$ cat src/rtl/prefix_adder_seq_pkg.sv
// Shared constants, FSM encoding and the generate/propagate cell for the
// iterative Kogge-Stone adder.
package prefix_adder_seq_pkg;

    localparam int PAS_LEN_DATA = 32;

    typedef enum logic [1:0] {
        PAS_IDLE   = 2'd0,
        PAS_PREFIX = 2'd1,
        PAS_DONE   = 2'd2
    } pas_state_t;

    // Stage counter must reach STAGES without wrapping, hence the extra bit.
    function automatic int pasCntWidth(input int len);
        return $clog2($clog2(len)) + 1;
    endfunction

    // Combines a high group {gHi,pHi} with the group below it {gLo,pLo}.
    // Returns {g, p} of the merged group.
    function automatic logic [1:0] gpCell(input logic gHi, input logic pHi,
                                          input logic gLo, input logic pLo);
        return {gHi | (pHi & gLo), pHi & pLo};
    endfunction

endpackage

$ cat src/rtl/prefix_adder_seq_stage.sv
// One Kogge-Stone prefix level whose span d = 1<<k is chosen at run time.
// Bits below the span see an identity operand (g=0, p=1) so they hold.
module prefix_adder_seq_stage
    import prefix_adder_seq_pkg::*;
#(
    parameter  int LEN_DATA = PAS_LEN_DATA,
    localparam int STAGES   = $clog2(LEN_DATA),
    localparam int CNT_W    = pasCntWidth(LEN_DATA)
) (
    input  logic [LEN_DATA-1:0] i_g,
    input  logic [LEN_DATA-1:0] i_p,
    input  logic [CNT_W-1:0]    i_k,
    output logic [LEN_DATA-1:0] o_g,
    output logic [LEN_DATA-1:0] o_p
);

    logic [STAGES-1:0][LEN_DATA-1:0] w_gLo;
    logic [STAGES-1:0][LEN_DATA-1:0] w_pLo;
    logic [LEN_DATA-1:0]             w_gSel;
    logic [LEN_DATA-1:0]             w_pSel;

    for (genvar s = 0; s < STAGES; s++) begin : g_dist
        for (genvar i = 0; i < LEN_DATA; i++) begin : g_bit
            if (i >= (1 << s)) begin : g_far
                assign w_gLo[s][i] = i_g[i - (1 << s)];
                assign w_pLo[s][i] = i_p[i - (1 << s)];
            end else begin : g_near
                assign w_gLo[s][i] = 1'b0;
                assign w_pLo[s][i] = 1'b1;
            end
        end
    end

    // Pick the i-d operand vector for the current distance; an out-of-range
    // k falls back to the identity operand so every bit simply holds.
    always_comb begin
        w_gSel = '0;
        w_pSel = '1;
        for (int s = 0; s < STAGES; s++) begin
            if (i_k == CNT_W'(s)) begin
                w_gSel = w_gLo[s];
                w_pSel = w_pLo[s];
            end
        end
    end

    for (genvar i = 0; i < LEN_DATA; i++) begin : g_cell
        assign {o_g[i], o_p[i]} = gpCell(i_g[i], i_p[i], w_gSel[i], w_pSel[i]);
    end

endmodule

$ cat src/rtl/prefix_adder_seq.sv
// Iterative Kogge-Stone adder: a single variable-distance prefix stage is
// reused for log2(LEN_DATA) cycles between a valid/ready input and output.
// Optional feature: define PREFIX_ADD_SUB_EN to add the 'sub' port (A-B).
module prefix_adder_seq
    import prefix_adder_seq_pkg::*;
#(
    parameter int LEN_DATA = PAS_LEN_DATA
) (
    input  logic                clk,
    input  logic                rst,
    input  logic                in_valid,
    output logic                in_ready,
    input  logic [LEN_DATA-1:0] a,
    input  logic [LEN_DATA-1:0] b,
    input  logic                cin,
`ifdef PREFIX_ADD_SUB_EN
    input  logic                sub,
`endif
    output logic                out_valid,
    input  logic                out_ready,
    output logic [LEN_DATA-1:0] sum,
    output logic                cout,
    output logic                busy
);

    localparam int STAGES = $clog2(LEN_DATA);
    localparam int CNT_W  = pasCntWidth(LEN_DATA);
    localparam logic [CNT_W-1:0] LAST_K = CNT_W'(STAGES - 1);

    pas_state_t          r_state;
    pas_state_t          w_stateNext;
    logic [CNT_W-1:0]    r_k;
    logic [LEN_DATA-1:0] r_g;
    logic [LEN_DATA-1:0] r_p;
    logic [LEN_DATA-1:0] r_p0;
    logic                r_cin;
    logic [LEN_DATA-1:0] r_sum;
    logic                r_cout;

    logic                w_accept;
    logic                w_lastStage;
    logic [LEN_DATA-1:0] w_bEff;
    logic                w_cinEff;
    logic [LEN_DATA-1:0] w_gInit;
    logic [LEN_DATA-1:0] w_gNext;
    logic [LEN_DATA-1:0] w_pNext;

`ifdef PREFIX_ADD_SUB_EN
    assign w_bEff   = sub ? ~b : b;
    assign w_cinEff = sub ? 1'b1 : cin;
`else
    assign w_bEff   = b;
    assign w_cinEff = cin;
`endif

    // Initial generate vector; carry-in is folded into bit 0 so the prefix
    // result at bit i is directly the carry out of bit i.
    always_comb begin
        w_gInit    = a & w_bEff;
        w_gInit[0] = (a[0] & w_bEff[0]) | ((a[0] ^ w_bEff[0]) & w_cinEff);
    end

    prefix_adder_seq_stage #(.LEN_DATA(LEN_DATA)) u_stage (
        .i_g (r_g),
        .i_p (r_p),
        .i_k (r_k),
        .o_g (w_gNext),
        .o_p (w_pNext)
    );

    // State register.
    always_ff @(posedge clk) begin
        if (rst) begin
            r_state <= PAS_IDLE;
        end else begin
            r_state <= w_stateNext;
        end
    end

    // Next-state and handshake outputs; only IDLE accepts, only DONE offers.
    always_comb begin
        w_stateNext = r_state;
        in_ready    = 1'b0;
        busy        = 1'b0;
        out_valid   = 1'b0;
        w_accept    = 1'b0;
        w_lastStage = 1'b0;
        case (r_state)
            PAS_IDLE: begin
                in_ready = 1'b1;
                if (in_valid) begin
                    w_accept    = 1'b1;
                    w_stateNext = PAS_PREFIX;
                end
            end
            PAS_PREFIX: begin
                busy = 1'b1;
                if (r_k == LAST_K) begin
                    w_lastStage = 1'b1;
                    w_stateNext = PAS_DONE;
                end
            end
            PAS_DONE: begin
                out_valid = 1'b1;
                if (out_ready) begin
                    w_stateNext = PAS_IDLE;
                end
            end
            default: w_stateNext = PAS_IDLE;
        endcase
    end

    // Operand capture, in-place prefix iterations and result registers;
    // the result is only rewritten on the last prefix stage so it holds
    // through DONE and the following IDLE.
    always_ff @(posedge clk) begin
        if (rst) begin
            r_k    <= '0;
            r_g    <= '0;
            r_p    <= '0;
            r_p0   <= '0;
            r_cin  <= 1'b0;
            r_sum  <= '0;
            r_cout <= 1'b0;
        end else if (w_accept) begin
            r_k    <= '0;
            r_g    <= w_gInit;
            r_p    <= a ^ w_bEff;
            r_p0   <= a ^ w_bEff;
            r_cin  <= w_cinEff;
        end else if (r_state == PAS_PREFIX) begin
            r_g <= w_gNext;
            r_p <= w_pNext;
            r_k <= r_k + CNT_W'(1);
            if (w_lastStage) begin
                r_sum  <= r_p0 ^ {w_gNext[LEN_DATA-2:0], r_cin};
                r_cout <= w_gNext[LEN_DATA-1];
            end
        end
    end

    assign sum  = r_sum;
    assign cout = r_cout;

endmodule

$ cat config.mk
export PLATFORM = sky130hd
export DESIGN_NAME = prefix_adder_seq
export DESIGN_NICKNAME = d
export VERILOG_FILES = /design/src/rtl/prefix_adder_seq_pkg.sv /design/src/rtl/prefix_adder_seq_stage.sv /design/src/rtl/prefix_adder_seq.sv
export SDC_FILE = /design/constraint.sdc
export NUM_CORES = 1
export LEC_CHECK = 0
export CAP_MARGIN = 20
export CORE_ASPECT_RATIO = 0.9
export CORE_MARGIN = 10
export CORE_UTILIZATION = 40
export CTS_CLUSTER_SIZE = 16
export DETAILED_ROUTE_END_ITERATION = 8
export REMOVE_ABC_BUFFERS = 1
export SLEW_MARGIN = 5
export SYNTH_ARGS = -nofsm -noshare
export SYNTH_HDL_FRONTEND = slang
export SYNTH_SLANG_ARGS = --single-unit
$ cat constraint.sdc
create_clock -name clk -period 2.1 [get_ports clk]
set_clock_uncertainty 0.05 [all_clocks]
set_input_delay 0.315 -clock clk [delete_from_list [all_inputs] [get_ports clk]]
set_output_delay 0.315 -clock clk [all_outputs]
set_load 0.02 [all_outputs]
==> impl_metrics.json, run 1 <==
{
  "multi_input_area_sq_mm": 0.00497,
  "place_congestion": 0.936,
  "grt_pass1_wl_um": 46500,
  "min_path_type": "in2reg",
  "drt_pass1_iterations": 6,
  "clockBufferDepth": 2,
  "drtIter0Drc": 893,
  "core-area_sq_mm": 0.0202,
  "dp_slack_ns": 0.0287,
  "cp.required_ns": 2.34,
  "h-tree-depth": 4,
  "synth_edf_count": 0,
  "synth_top_area_share_pct": 32.8,
  "die_area_sq_mm": 0.0269,
  "antenna_found_initial": 0,
  "worst_hold_slack_ns": 0.391,
  "yosys_warnings": 0,
  "numPlacedInstances": 1388,
  "period_share_pct": 96.6,
  "syn_inst": 1065,
  "syn_avg_cell_area_sq_um": 7.78,
  "rsz0062_at_grt": "true",
  "avgRoutedWirePerCell_um": 21.2,
  "clk_pin_slew_worst_paths_ns": 0.06,
  "num_rows": 49,
  "die_y_um": 157,
  "cts_tree": "done",
  "ir_drop_mv": 0.503,
  "power.leakage_nw": 3.69,
  "synth_cell_type_count": 62,
  "vias": 8508,
  "cts_root_buffer": "clkbuf_16",
  "grt_max_degree": 51,
  "initial_utilization_pct": 41.1,
  "maxSlewViolCount": 0,
  "grt_pass1_vias": 8101,
  "async_flop_share_pct": 0,
  "fmax_mhz": 493,
  "min_period_ns": 2.03,
  "port_buffers": 104,
  "cap_violations": 0,
  "insertion_delay_ns": 0.43,
  "critical_path_peak_fanout": 26,
  "slew_headroom_pct": 60.0,
  "ios": 105,
  "syn_to_final_growth_pct": 26.7,
  "antenna_left": 0,
  "criticalPathCategory": "reg2reg",
  "ys_top_cells_by_area": "dfxtp_1, nand2_1, a21oi_1",
  "cellPowerDensity_mw_per_mm2": 697,
  "wirelength_um": 30100,
  "cts.sinks": 136,
  "routed_via_density": 5.99,
  "grt.total_usage_pct": 22.0,
  "hpwlAfterDp_um": 21200,
  "finalHoldViolCount": 0,
  "layout.nets": 1257,
  "cts_hold_buf": 0,
  "cts_resized": 2,
  "layout.cells.non_filler": 1420,
  "drc": 0,
  "syn-cell-area_sq_mm": 0.00829,
  "register_area_sq_mm": 0.00272,
  "layout_setup_ws_ns": 0.0718,
  "die_w_um": 172,
  "overflow": 0,
  "cts_buffers": 17,
  "ys_seq_elements": 136,
  "yosysSeqAreaShare_pct": 32.8,
  "drive_above_1_share_pct": 11.7,
  "cp-end-kind": "register",
  "postLayoutCellArea_sq_mm": 0.0105,
  "cp-start-kind": "register",
  "placed_area_sq_mm": 0.00983,
  "rrSetupSlack_ns": 0.07,
  "yosysTopAreaCell": "dfxtp_1",
  "tightest_slew_ns": 0.599,
  "outcome": "finished clean",
  "n_fill_cell": 1961,
  "post_cts_buffers": 0,
  "finalSetupViolCount": 0,
  "synth-main-ff-cell": "dfxtp_1",
  "diodes": 0,
  "tns_ns": 0,
  "worstPathArrival_ns": 2.27
}
## kinds of logic (layout without fill, tap and decap cells)
logic type / after synthesis / in the layout / share of synthesized area, %
AOI/OAI and AO/OA: 374 / 374 / 31.9
adders and majority gates: 36 / 36 / 5.43
xor gates and xnor gates: 7 / 7 / 0.740
DFF: 136 / 136 / 32.8
buffers and inverters: 148 / 248 / 8.03
and+or+nand+nor: 364 / 364 / 21.1
## sequential cells by signal, summed over array words and instances, names as in the netlist
name	count
r_cin	1
r_p0	32
cout	1
r_k	4
sum	32
r_g	32
r_state	2
r_p	32
## placed cells by master (no fill, tap or decap), drive strengths merged, types with 9 or more instances in the layout
cell           count
ha                36
dfxtp            136
a31oi             38
nand3             26
nand2            205
nor2              24
inv               49
a32o              15
a21oi             96
o21ai             62
nor3              34
o211ai            51
buf               68
a22o              39
and4               9
clkbuf            19
nand3b            18
o31a              14
nor2b             19
o22ai             15
clkdlybuf4s50    102
## worst paths after layout
kind,start,to,depth (start not counted)
max,r_k[1],sum[9],7
min,rst,r_g[1],3
max reg2reg,r_k[1],sum[9],7
min reg2reg,sum[29],sum[29],2
## critical path: stages (launching register included)
cell and delay (ns):
dfxtp_2 0.36, inv_2 0.08, ha_2 0.20, nand2_2 0.10
or3_4 0.55, buf_12 0.24, a31oi_1 0.21, o41ai_2 0.10
## cell usage after synthesis (14+ instances only)
master / count
nand2_1: 204
a22o_1: 39
o21ai_0: 57
dfxtp_1: 136
ha_1: 36
nand3b_1: 18
a21oi_1: 95
nor3_1: 33
o211ai_1: 51
clkbuf_1: 41
buf_2: 46
a31oi_1: 37
o22ai_1: 15
inv_1: 44
nand3_1: 26
o31a_1: 14
a32o_1: 15
nor2b_1: 19
nor2_1: 22
## where the power goes
part	switching (W)	leakage [nW]	internal (W)	total, W
Sequential	0.000193	1.11	0.00270	0.00289
Clock	0.00124	0.311	0.00203	0.00327
Combinational	0.000611	2.27	0.000542	0.00115
Total	0.00204	3.69	0.00527	0.00732
## per-stage QoR
step                utilization (%)  total power (W)
finish                         52.1          0.00732
global route                   52.1          0.00757
CTS                            51.9          0.00734
detailed placement             48.8          0.00407
global placement               48.8          0.00407
floorplan                         -          0.00349
## layout make-up
class / count / share of cell area, %
clock buffers: 18 / 4.18
clock inverters: 14 / 1.86
inverters: 45 / 1.61
multi-input cells: 781 / 47.3
flip-flops and latches: 136 / 25.9
well taps: 255 / 3.04
repair buffers: 171 / 16.1
## per-layer routing
layer,GRT usage (%),part of all wire (%),vias up
met5,0,0,-
met4,5.37,2.1,0
met3,5.43,8.8,45
met2,33.8,44,374
met1,30.2,45,4035
li1,-,-,4054
Power figures use the tool's default switching activity.
==> run 2: changes to the inputs <==
--- a/config.mk
+++ b/config.mk
@@ -12,6 +12,7 @@
 export CTS_CLUSTER_SIZE = 16
 export DETAILED_ROUTE_END_ITERATION = 8
 export REMOVE_ABC_BUFFERS = 1
+export SETUP_SLACK_MARGIN = 0.5
 export SLEW_MARGIN = 5
 export SYNTH_ARGS = -nofsm -noshare
 export SYNTH_HDL_FRONTEND = slang
==> constraint.sdc (replaced) <==
create_clock -name clk -period 2.35 [get_ports clk]
set_clock_uncertainty 0.05 [all_clocks]
set_input_delay 0.3525 -clock clk [delete_from_list [all_inputs] [get_ports clk]]
set_output_delay 0.3525 -clock clk [all_outputs]
set_load 0.02 [all_outputs]
==> impl_metrics.json, run 2 (same netlist as run 1, synthesis figures left out) <==
{
  "outcome": "finished clean",
  "cp-end-kind": "register",
  "clk_pin_slew_worst_paths_ns": 0.06,
  "drt_pass1_iterations": 6,
  "wirelength_um": 33600,
  "ios": 105,
  "port_buffers": 104,
  "die_w_um": 172,
  "maxSlewViolCount": 0,
  "grt_pass1_wl_um": 49900,
  "met2_length_um": 14700,
  "rr_worst_depth": 9,
  "r2r_start": "r_k[1]",
  "place_congestion": 0.945,
  "fmax_mhz": 495,
  "num_rows": 49,
  "cts_hold_buf": 0,
  "cts_root_buffer": "clkbuf_16",
  "criticalPathCategory": "reg2reg",
  "grt_max_degree": 41,
  "cap_violations": 0,
  "insertion_delay_ns": 0.44,
  "worstPathArrival_ns": 2.30,
  "layout_commonest_cell": "nand2_1",
  "grt.total_usage_pct": 23.8,
  "critical_path_peak_fanout": 10,
  "tightest_slew_ns": 0.744,
  "hold-path-cell-count": 3,
  "total_power_w": 0.00672,
  "cts_tree": "done",
  "drive_above_1_share_pct": 19.9,
  "finalSetupViolCount": 0,
  "min_path_type": "in2reg",
  "mostFrequentLayoutCells": "nand2_1, dfxtp_1, clkdlybuf4s50_1",
  "cellPowerDensity_mw_per_mm2": 580,
  "antenna_found_initial": 0,
  "dr.max_layer_used": "met4",
  "power.leakage_nw": 4.20,
  "r2r-end": "r_p[17]",
  "cp-start-kind": "register",
  "drtIter0Drc": 1063,
  "die_area_sq_mm": 0.0269,
  "avgRoutedWirePerCell_um": 22.9,
  "postLayoutCellArea_sq_mm": 0.0116,
  "syn_to_final_growth_pct": 39.8,
  "diodes": 0,
  "ir_drop_mv": 0.420,
  "cts_buffers": 17,
  "core-area_sq_mm": 0.0202,
  "period_share_pct": 85.9,
  "clockBufferDepth": 2,
  "route.met3.wl_um": 3740,
  "layout.nets": 1306,
  "cts.sinks": 136,
  "vias": 9162,
  "rrSetupSlack_ns": 0.33,
  "antenna_left": 0,
  "wl_met1_um": 13700,
  "die_y_um": 157,
  "overflow": 0,
  "grt_pass1_vias": 8583,
  "drc": 0,
  "n_fill_cell": 1829,
  "initial_utilization_pct": 41.1,
  "min_period_ns": 2.02,
  "hold-path-endpoint": "r_g[1]",
  "rsz0062_at_grt": "true",
  "hpwlAfterDp_um": 20600,
  "register_area_sq_mm": 0.00274,
  "multi_input_area_sq_mm": 0.00532,
  "hp-start": "rst",
  "slew_headroom_pct": 50.3,
  "placed_area_sq_mm": 0.00964,
  "cp.required_ns": 2.63,
  "routed_via_density": 6.24,
  "h-tree-depth": 4,
  "finalHoldViolCount": 0
}
## run 2: area by class of cell
class | instances | share of cell area, %
Clock buffer | 18 | 3.70
Multi-Input combinational cell | 784 | 45.9
Inverter | 45 | 1.54
Clock inverter | 14 | 1.71
Timing Repair Buffer | 217 | 20.8
Tap cell | 255 | 2.75
Sequential cell | 136 | 23.6
## run 2: routing by layer
layer  vias to the layer above  track usage, %
li1                       4183               -
met1                      4296            30.8
met2                       562            37.0
met3                       121            6.11
met4                         0            9.19
met5                         -               0
## run 2: worst max-delay path, stage by stage (launching register included)
cell      delay (ns)
dfxtp_4         0.36
buf_6           0.12
ha_4            0.16
buf_4           0.14
buf_12          0.14
nor4_4          0.25
buf_4           0.21
buf_8           0.15
o211ai_1        0.11
a22o_1          0.21
## run 2: worst max path at each step
stage,from,end,slack (ns)
5_1_grt,r_k[1],r_p[17],0.29
3_5_place_dp,in_valid,r_g[0],0.21
3_3_place_gp,in_valid,r_g[0],0.22
6_report,r_k[1],r_p[17],0.33
2_1_floorplan,r_k[0],sum[6],-1.43
4_1_cts,r_state[1],busy,0.35
## run 2: per-stage QoR
stage,instances,TNS (ns),utilization (%),setup WS (ns),hold WS (ns)
after floorplan,962,-125.18,-,-1.43,0.365
after global placement,1369,0,47.8,0.224,0.390
after detailed placement,1369,0,47.8,0.209,0.395
after CTS,1437,0,54.5,0.353,0.344
after global routing,1469,0,57.4,0.289,0.367
final,1469,0,57.4,0.331,0.343
## run 2: where the power goes
group          switching [W]  internal [W]
Clock                0.00114       0.00179
Sequential          0.000202       0.00241
Combinational       0.000598      0.000576
Total                0.00194       0.00477
## run 2: repair_timing
item                                    CTS  global route
endpoints found under the setup margin   76            87
resized for setup                        70            97
cloned                                   10             5
pin swaps                                35            44
setup buffers                            26            27
hold endpoints to repair                  0             0
